==> src/rtl/fifo_ctrl_single_clock_pkg.sv <==
// Shared widths and types for the single-clock FIFO controller.
package fifo_ctrl_single_clock_pkg;

    localparam int DATA_WIDTH  = 8;
    localparam int ADDR_WIDTH  = 4;
    localparam int DEPTH       = 2 ** ADDR_WIDTH;
    localparam int AFULL_LEVEL = 12;

    typedef logic                  bit_t;
    typedef logic [DATA_WIDTH-1:0] DATA_W;
    typedef logic [ADDR_WIDTH-1:0] ADDR_W;
    typedef logic [ADDR_WIDTH:0]   PTR_W;
    typedef logic [ADDR_WIDTH:0]   CNT_W;

endpackage

==> src/rtl/fifo_ctrl_single_clock_if.sv <==
// Producer/consumer side of the FIFO: push/pop handshake, read data and status.
interface fifo_ctrl_single_clock_if #(
    parameter int DATA_WIDTH = 8,
    parameter int ADDR_WIDTH = 4
);
    logic                  push;
    logic [DATA_WIDTH-1:0] push_data;
    logic                  pop;
    logic [DATA_WIDTH-1:0] rd_data;
    logic                  rd_valid;
    logic                  full;
    logic                  empty;
    logic                  almost_full;
    logic [ADDR_WIDTH:0]   count;
    logic                  overflow;
    logic                  underflow;

    modport master (
        output push, push_data, pop,
        input  rd_data, rd_valid, full, empty, almost_full, count, overflow, underflow
    );

    modport slave (
        input  push, push_data, pop,
        output rd_data, rd_valid, full, empty, almost_full, count, overflow, underflow
    );
endinterface

==> src/rtl/fifo_ctrl_single_clock_ptr.sv <==
// Wrapping FIFO pointer: the MSB is the lap bit, the low bits address the RAM.
module fifo_ptr #(
    parameter int ADDR_WIDTH = 4
) (
    input  logic                  clk,
    input  logic                  reset,
    input  logic                  inc,
    output logic [ADDR_WIDTH:0]   ptr,
    output logic [ADDR_WIDTH-1:0] addr
);
    localparam logic [ADDR_WIDTH:0] ONE = 1;

    always_ff @(posedge clk) begin
        if (!reset) begin
            ptr <= '0;
        end else if (inc) begin
            ptr <= ptr + ONE;
        end
    end

    assign addr = ptr[ADDR_WIDTH-1:0];
endmodule

==> src/rtl/fifo_ctrl_single_clock.sv <==
// Single-clock FIFO controller driving an external simple dual-port RAM.
// Flags decode from the registered count; read data returns one cycle after pop.
module fifo_ctrl_single_clock
    import fifo_ctrl_single_clock_pkg::*;
#(
    parameter int DATA_WIDTH  = fifo_ctrl_single_clock_pkg::DATA_WIDTH,
    parameter int ADDR_WIDTH  = fifo_ctrl_single_clock_pkg::ADDR_WIDTH,
    parameter int AFULL_LEVEL = fifo_ctrl_single_clock_pkg::AFULL_LEVEL
) (
    input  logic                  clk,
    input  logic                  reset,
    fifo_ctrl_single_clock_if.slave bus,
    output logic                  ram_en_w,
    output logic [ADDR_WIDTH-1:0] ram_write_addr,
    output logic [DATA_WIDTH-1:0] ram_data,
    output logic                  ram_en_r,
    output logic [ADDR_WIDTH-1:0] ram_read_addr,
    input  logic [DATA_WIDTH-1:0] ram_out
);
    localparam int                  FIFO_DEPTH = 2 ** ADDR_WIDTH;
    localparam logic [ADDR_WIDTH:0] CNT_FULL   = (ADDR_WIDTH+1)'(FIFO_DEPTH);
    localparam logic [ADDR_WIDTH:0] CNT_AFULL  = (ADDR_WIDTH+1)'(AFULL_LEVEL);
    localparam logic [ADDR_WIDTH:0] ONE        = 1;

    logic                  push_ok;
    logic                  pop_ok;
    logic [ADDR_WIDTH:0]   wr_ptr;
    logic [ADDR_WIDTH:0]   rd_ptr;
    logic [ADDR_WIDTH-1:0] wr_addr;
    logic [ADDR_WIDTH-1:0] rd_addr;
    logic [ADDR_WIDTH:0]   count_q;
    logic [ADDR_WIDTH:0]   count_d;
    logic                  rd_valid_q;
    logic                  overflow_q;
    logic                  underflow_q;
    logic                  full_w;
    logic                  empty_w;

    assign full_w  = (count_q == CNT_FULL);
    assign empty_w = (count_q == '0);

    // Acceptance looks only at this cycle's flags: a same-cycle pop does not make room.
    assign push_ok = bus.push & ~full_w;
    assign pop_ok  = bus.pop  & ~empty_w;

    fifo_ptr #(.ADDR_WIDTH(ADDR_WIDTH)) u_wr_ptr (
        .clk   (clk),
        .reset (reset),
        .inc   (push_ok),
        .ptr   (wr_ptr),
        .addr  (wr_addr)
    );

    fifo_ptr #(.ADDR_WIDTH(ADDR_WIDTH)) u_rd_ptr (
        .clk   (clk),
        .reset (reset),
        .inc   (pop_ok),
        .ptr   (rd_ptr),
        .addr  (rd_addr)
    );

    always_comb begin
        count_d = count_q;
        unique case ({push_ok, pop_ok})
            2'b10:   count_d = count_q + ONE;
            2'b01:   count_d = count_q - ONE;
            default: count_d = count_q;
        endcase
    end

    always_ff @(posedge clk) begin
        if (!reset) begin
            count_q     <= '0;
            rd_valid_q  <= 1'b0;
            overflow_q  <= 1'b0;
            underflow_q <= 1'b0;
        end else begin
            count_q    <= count_d;
            rd_valid_q <= pop_ok;
            if (bus.push && full_w)  overflow_q  <= 1'b1;
            if (bus.pop  && empty_w) underflow_q <= 1'b1;
        end
    end

    assign ram_en_w       = push_ok;
    assign ram_write_addr = wr_addr;
    assign ram_data       = bus.push_data;
    assign ram_en_r       = pop_ok;
    assign ram_read_addr  = rd_addr;

    assign bus.rd_data     = ram_out;
    assign bus.rd_valid    = rd_valid_q;
    assign bus.full        = full_w;
    assign bus.empty       = empty_w;
    assign bus.almost_full = (count_q >= CNT_AFULL);
    assign bus.count       = count_q;
    assign bus.overflow    = overflow_q;
    assign bus.underflow   = underflow_q;

    // Count-derived flags must agree with the pointer relationship.
    a_full_ptr: assert property (@(posedge clk) disable iff (!reset)
        full_w == ((wr_ptr[ADDR_WIDTH] != rd_ptr[ADDR_WIDTH]) && (wr_addr == rd_addr)));
    a_empty_ptr: assert property (@(posedge clk) disable iff (!reset)
        empty_w == (wr_ptr == rd_ptr));
endmodule

==> src/flat_wrapper.sv <==
// flat-port wrapper written by rule: the top's interface ports become plain ports
module fifo_ctrl_single_clock_flat import fifo_ctrl_single_clock_pkg::*;
#(
    parameter int DATA_WIDTH  = fifo_ctrl_single_clock_pkg::DATA_WIDTH,
    parameter int ADDR_WIDTH  = fifo_ctrl_single_clock_pkg::ADDR_WIDTH,
    parameter int AFULL_LEVEL = fifo_ctrl_single_clock_pkg::AFULL_LEVEL
)
  (clk, reset, ram_en_w, ram_write_addr, ram_data, ram_en_r, ram_read_addr, ram_out, bus_push, bus_push_data, bus_pop, bus_rd_data, bus_rd_valid, bus_full, bus_empty, bus_almost_full, bus_count, bus_overflow, bus_underflow);
  fifo_ctrl_single_clock_if #(.DATA_WIDTH(DATA_WIDTH), .ADDR_WIDTH(ADDR_WIDTH)) bus_i ();
  input  logic clk;
  input  logic reset;
  output logic ram_en_w;
  output logic [ADDR_WIDTH-1:0] ram_write_addr;
  output logic [DATA_WIDTH-1:0] ram_data;
  output logic ram_en_r;
  output logic [ADDR_WIDTH-1:0] ram_read_addr;
  input  logic [DATA_WIDTH-1:0] ram_out;
  input wire logic [$bits(bus_i.push)-1:0] bus_push;
  input wire logic [$bits(bus_i.push_data)-1:0] bus_push_data;
  input wire logic [$bits(bus_i.pop)-1:0] bus_pop;
  output wire logic [$bits(bus_i.rd_data)-1:0] bus_rd_data;
  output wire logic [$bits(bus_i.rd_valid)-1:0] bus_rd_valid;
  output wire logic [$bits(bus_i.full)-1:0] bus_full;
  output wire logic [$bits(bus_i.empty)-1:0] bus_empty;
  output wire logic [$bits(bus_i.almost_full)-1:0] bus_almost_full;
  output wire logic [$bits(bus_i.count)-1:0] bus_count;
  output wire logic [$bits(bus_i.overflow)-1:0] bus_overflow;
  output wire logic [$bits(bus_i.underflow)-1:0] bus_underflow;
  assign bus_i.push = bus_push;
  assign bus_i.push_data = bus_push_data;
  assign bus_i.pop = bus_pop;
  assign bus_rd_data = bus_i.rd_data;
  assign bus_rd_valid = bus_i.rd_valid;
  assign bus_full = bus_i.full;
  assign bus_empty = bus_i.empty;
  assign bus_almost_full = bus_i.almost_full;
  assign bus_count = bus_i.count;
  assign bus_overflow = bus_i.overflow;
  assign bus_underflow = bus_i.underflow;
  fifo_ctrl_single_clock #(.DATA_WIDTH(DATA_WIDTH), .ADDR_WIDTH(ADDR_WIDTH), .AFULL_LEVEL(AFULL_LEVEL)) u_core (.clk(clk), .reset(reset), .bus(bus_i), .ram_en_w(ram_en_w), .ram_write_addr(ram_write_addr), .ram_data(ram_data), .ram_en_r(ram_en_r), .ram_read_addr(ram_read_addr), .ram_out(ram_out));
endmodule
==> config.mk <==
export PLATFORM = sky130hd
export DESIGN_NAME = fifo_ctrl_single_clock_flat
export DESIGN_NICKNAME = d
export VERILOG_FILES = /design/src/rtl/fifo_ctrl_single_clock_pkg.sv /design/src/rtl/fifo_ctrl_single_clock_if.sv /design/src/rtl/fifo_ctrl_single_clock_ptr.sv /design/src/rtl/fifo_ctrl_single_clock.sv /design/src/flat_wrapper.sv
export SDC_FILE = /design/constraint.sdc
export NUM_CORES = 1
export LEC_CHECK = 0
export BUFFER_PORTS_ARGS = -buffer_cell sky130_fd_sc_hd__buf_2
export CAP_MARGIN = 20
export CORE_ASPECT_RATIO = 0.9
export CORE_MARGIN = 4
export CORE_UTILIZATION = 39
export CTS_CLUSTER_DIAMETER = 40
export DETAILED_ROUTE_END_ITERATION = 16
export GPL_TIMING_DRIVEN = 0
export PLACE_DENSITY = 0.87
export SKIP_LAST_GASP = 1
export SLEW_MARGIN = 20
export SYNTH_ARGS = -nofsm -noshare
export SYNTH_HDL_FRONTEND = slang
export SYNTH_SLANG_ARGS = --single-unit
==> constraint.sdc <==
create_clock -name clk -period 2.5 [get_ports clk]
set_clock_uncertainty 0.05 [all_clocks]
set_input_delay 0.375 -clock clk [delete_from_list [all_inputs] [get_ports clk]]
set_output_delay 0.375 -clock clk [all_outputs]
set_load 0.05 [all_outputs]
==> flow_summary.toml <==
[run_status]
status = "finished, violations left"
violations = "negative setup slack"

[synthesis]
synth-seq-cells = 16
synthArstFlopShare = 0
synth_cells = 109
syn-num-nets = 136
ys.flop_type = "dfxtp_1"
synth_top_area_cell = "dfxtp_1"
yosys-top-cells-count = "buf_4 (16), dfxtp_1 (16), and2_1 (9), ha_1 (6), inv_1 (6)"
syn_area_um2 = 978
yosysWarnings = 0
synth_edf_count = 0
synth.distinct_cells = 29
yosys-top-cells-area = "dfxtp_1 (33%), buf_4 (12%), ha_1 (7.7%), and2_1 (5.8%), mux2i_1 (5.1%)"
ys_seq_area_frac = 0.327
syn_avg_cell_area_um2 = 8.98
synth_top_area_frac = 0.327

[final_layout]
final_layout_size_suffix_gt1_frac = 0.549
fillers = 200
fin_cells = 189
seq_area_um2 = 330
stdcell_area_um2 = 1410
nets = 190
diodes = 0
utilization = 0.618
multi_input_area_um2 = 579
area_growth_pct = 44.2

[clock_tree]
cts_tree = "yes"
cts-htree-levels = 1
clk_latency_ns = 0.30
cts_sinks = 16
numCtsBuffers = 3
path_clk_slew_ns = 0.09
cts-root-buf = "clkbuf_4"
ctsLongestPathBuffers = 2

[drt]
wl_per_cell_um = 13.2
routed_via_density = 4.88
drtAntennaViolNets = 0
drt_iter0_drc = 7
drt_wl_total_um = 2500
detail_route.drc_violations = 0
drtPass1Iterations = 3
vias = 922

[critical_path]
end_kind = "flop"
crit_type = "flop to flop"
path_max_fanout = 6
reg2reg_slack_ns = -0.07
required_ns = 2.68
cp-start-kind = "flop"
arrival_ns = 2.75

[timing]
drv_slew = 0
hold_viol_final = 0
fin_crit_sh = 1.03
setup_viol = 2
timing_worst_slew_pin_value_ns = 0.384
slew_headroom = 0.744
max_freq_ghz = 0.389
holdWs_ns = 0.297
rsz0062_at_grt = "yes"
fin_ws_ns = -0.0694
min_period_ns = 2.57

[pwr]
p_per_area_nw_per_um2 = 1350
p_leak_nw = 0.725
ir_drop_mv = 1.18
power.total_mw = 1.90

[placed_design]
portBuffers = 40
post-place-cells = 176
dp_hpwl_um = 1710
postPlaceCellArea_um2 = 1260
gp_congestion = 0.676

[global_route]
antenna_found_initial = 0
gr-total-overflow = 0
grt_max_degree = 11
grt_use_total = 0.151
grt_pass1_vias = 893
grt_pass1_wl_um = 3880

[die]
core_um2 = 2280
initial_core_util = 0.429
fp.dieW_um = 60.8
rows = 16
die_h_um = 55.5
die-area_um2 = 3380
io_pins = 57

[min_path]
hp-class = "input pin to flop"

[job]
maxCapViolCount = 0
-- state kept, by name (all words and copies together) (netlist names) --
register / cells
u_core.bus.rd_valid: 1
u_core.bus.overflow: 1
u_core.u_wr_ptr.ptr: 4
u_core.bus.count: 5
u_core.bus.underflow: 1
u_core.u_rd_ptr.ptr: 4
-- kinds of logic (layout without fill, tap and decap cells) --
kind of cell / after synthesis / in the layout / synth area share
AO/OA/AOI/OAI: 14 / 14 / 0.105
buffers and inverters: 26 / 79 / 0.162
adder cells (fa/ha/maj): 7 / 7 / 0.0972
XOR/XNOR: 6 / 6 / 0.0537
flip-flops: 16 / 16 / 0.327
multiplexers: 5 / 5 / 0.0512
AND/OR/NAND/NOR: 35 / 35 / 0.203
-- cell type report --
cell class / instances / area share
Buffer: 20 / 0.0975
Inverter: 6 / 0.0186
Sequential cell: 16 / 0.234
Clock buffer: 4 / 0.0257
Timing Repair Buffer: 49 / 0.190
Tap cell: 27 / 0.0239
Multi-Input combinational cell: 67 / 0.410
-- report_power, final --
group | leakage (nW) | total (mW) | internal (mW) | switching [mW]
registers | 0.133 | 0.413 | 0.330 | 0.0824
logic | 0.572 | 1.31 | 0.477 | 0.836
clock network | 0.0210 | 0.176 | 0.0889 | 0.0871
total | 0.725 | 1.90 | 0.896 | 1.01
-- metrics by stage --
step	setup TNS, ns	worst slack, ns
final	-0.131	-0.0694
after global routing	-0.329	-0.222
after CTS	-0.0135	-0.00746
after detailed placement	-0.514	-0.248
after global placement	-0.393	-0.216
after floorplan	-1.15	-0.426
-- worst paths after layout --
check,endpoint,cells after the start,from
max,u_core.bus.count[4]$_SDFFE_PN0P_,10,u_core.bus.count[3]$_SDFFE_PN0P_
min,u_core.bus.overflow$_SDFFE_PN0P_,3,bus_push
max reg2reg,u_core.bus.count[4]$_SDFFE_PN0P_,10,u_core.bus.count[3]$_SDFFE_PN0P_
min reg2reg,u_core.bus.underflow$_SDFFE_PN0P_,2,u_core.bus.underflow$_SDFFE_PN0P_
-- placed cells by master, fill, tap and decap left out, types with 2 or more instances in the layout --
cell | Yosys | final
buf_2 | 0 | 40
buf_4 | 16 | 25
dfxtp_1 | 16 | 12
and2_1 | 9 | 9
inv_1 | 6 | 5
nor2_1 | 5 | 5
nand2_1 | 5 | 5
mux2i_1 | 5 | 5
nor2b_1 | 4 | 4
nand2b_1 | 3 | 3
nand3_1 | 4 | 3
xor2_1 | 3 | 3
xnor2_1 | 3 | 3
ha_1 | 6 | 3
ha_4 | 0 | 3
clkbuf_4 | 0 | 3
clkbuf_2 | 1 | 2
a21oi_1 | 5 | 2
clkbuf_1 | 3 | 2
a21oi_2 | 0 | 2
o21a_1 | 2 | 2
dfxtp_4 | 0 | 2
dfxtp_2 | 0 | 2
-- timing repair --
item	CTS	global route
buffers inserted	9	0
resized for setup	7	1
pin swaps	6	0
setup endpoints to repair	3	3
hold buffers	0	0
-- worst max-delay path, cell delays in order, from the launching register on --
cell	delay [ns]
dfxtp_2	0.38
nor4_4	0.40
a21oi_4	0.13
inv_1	0.12
ha_4	0.19
inv_1	0.08
fa_1	0.39
nand2b_1	0.17
a21oi_2	0.14
mux2i_1	0.24
mux2i_1	0.20
-- metal layers --
layer | vias up | global-route usage | part of all wire
met5 | - | 0 | 0
met4 | 0 | 0.0619 | 0.030
met3 | 11 | 0.0536 | 0.12
met2 | 51 | 0.256 | 0.47
met1 | 410 | 0.165 | 0.38
li1 | 450 | - | -
Power figures use the tool's default switching activity.
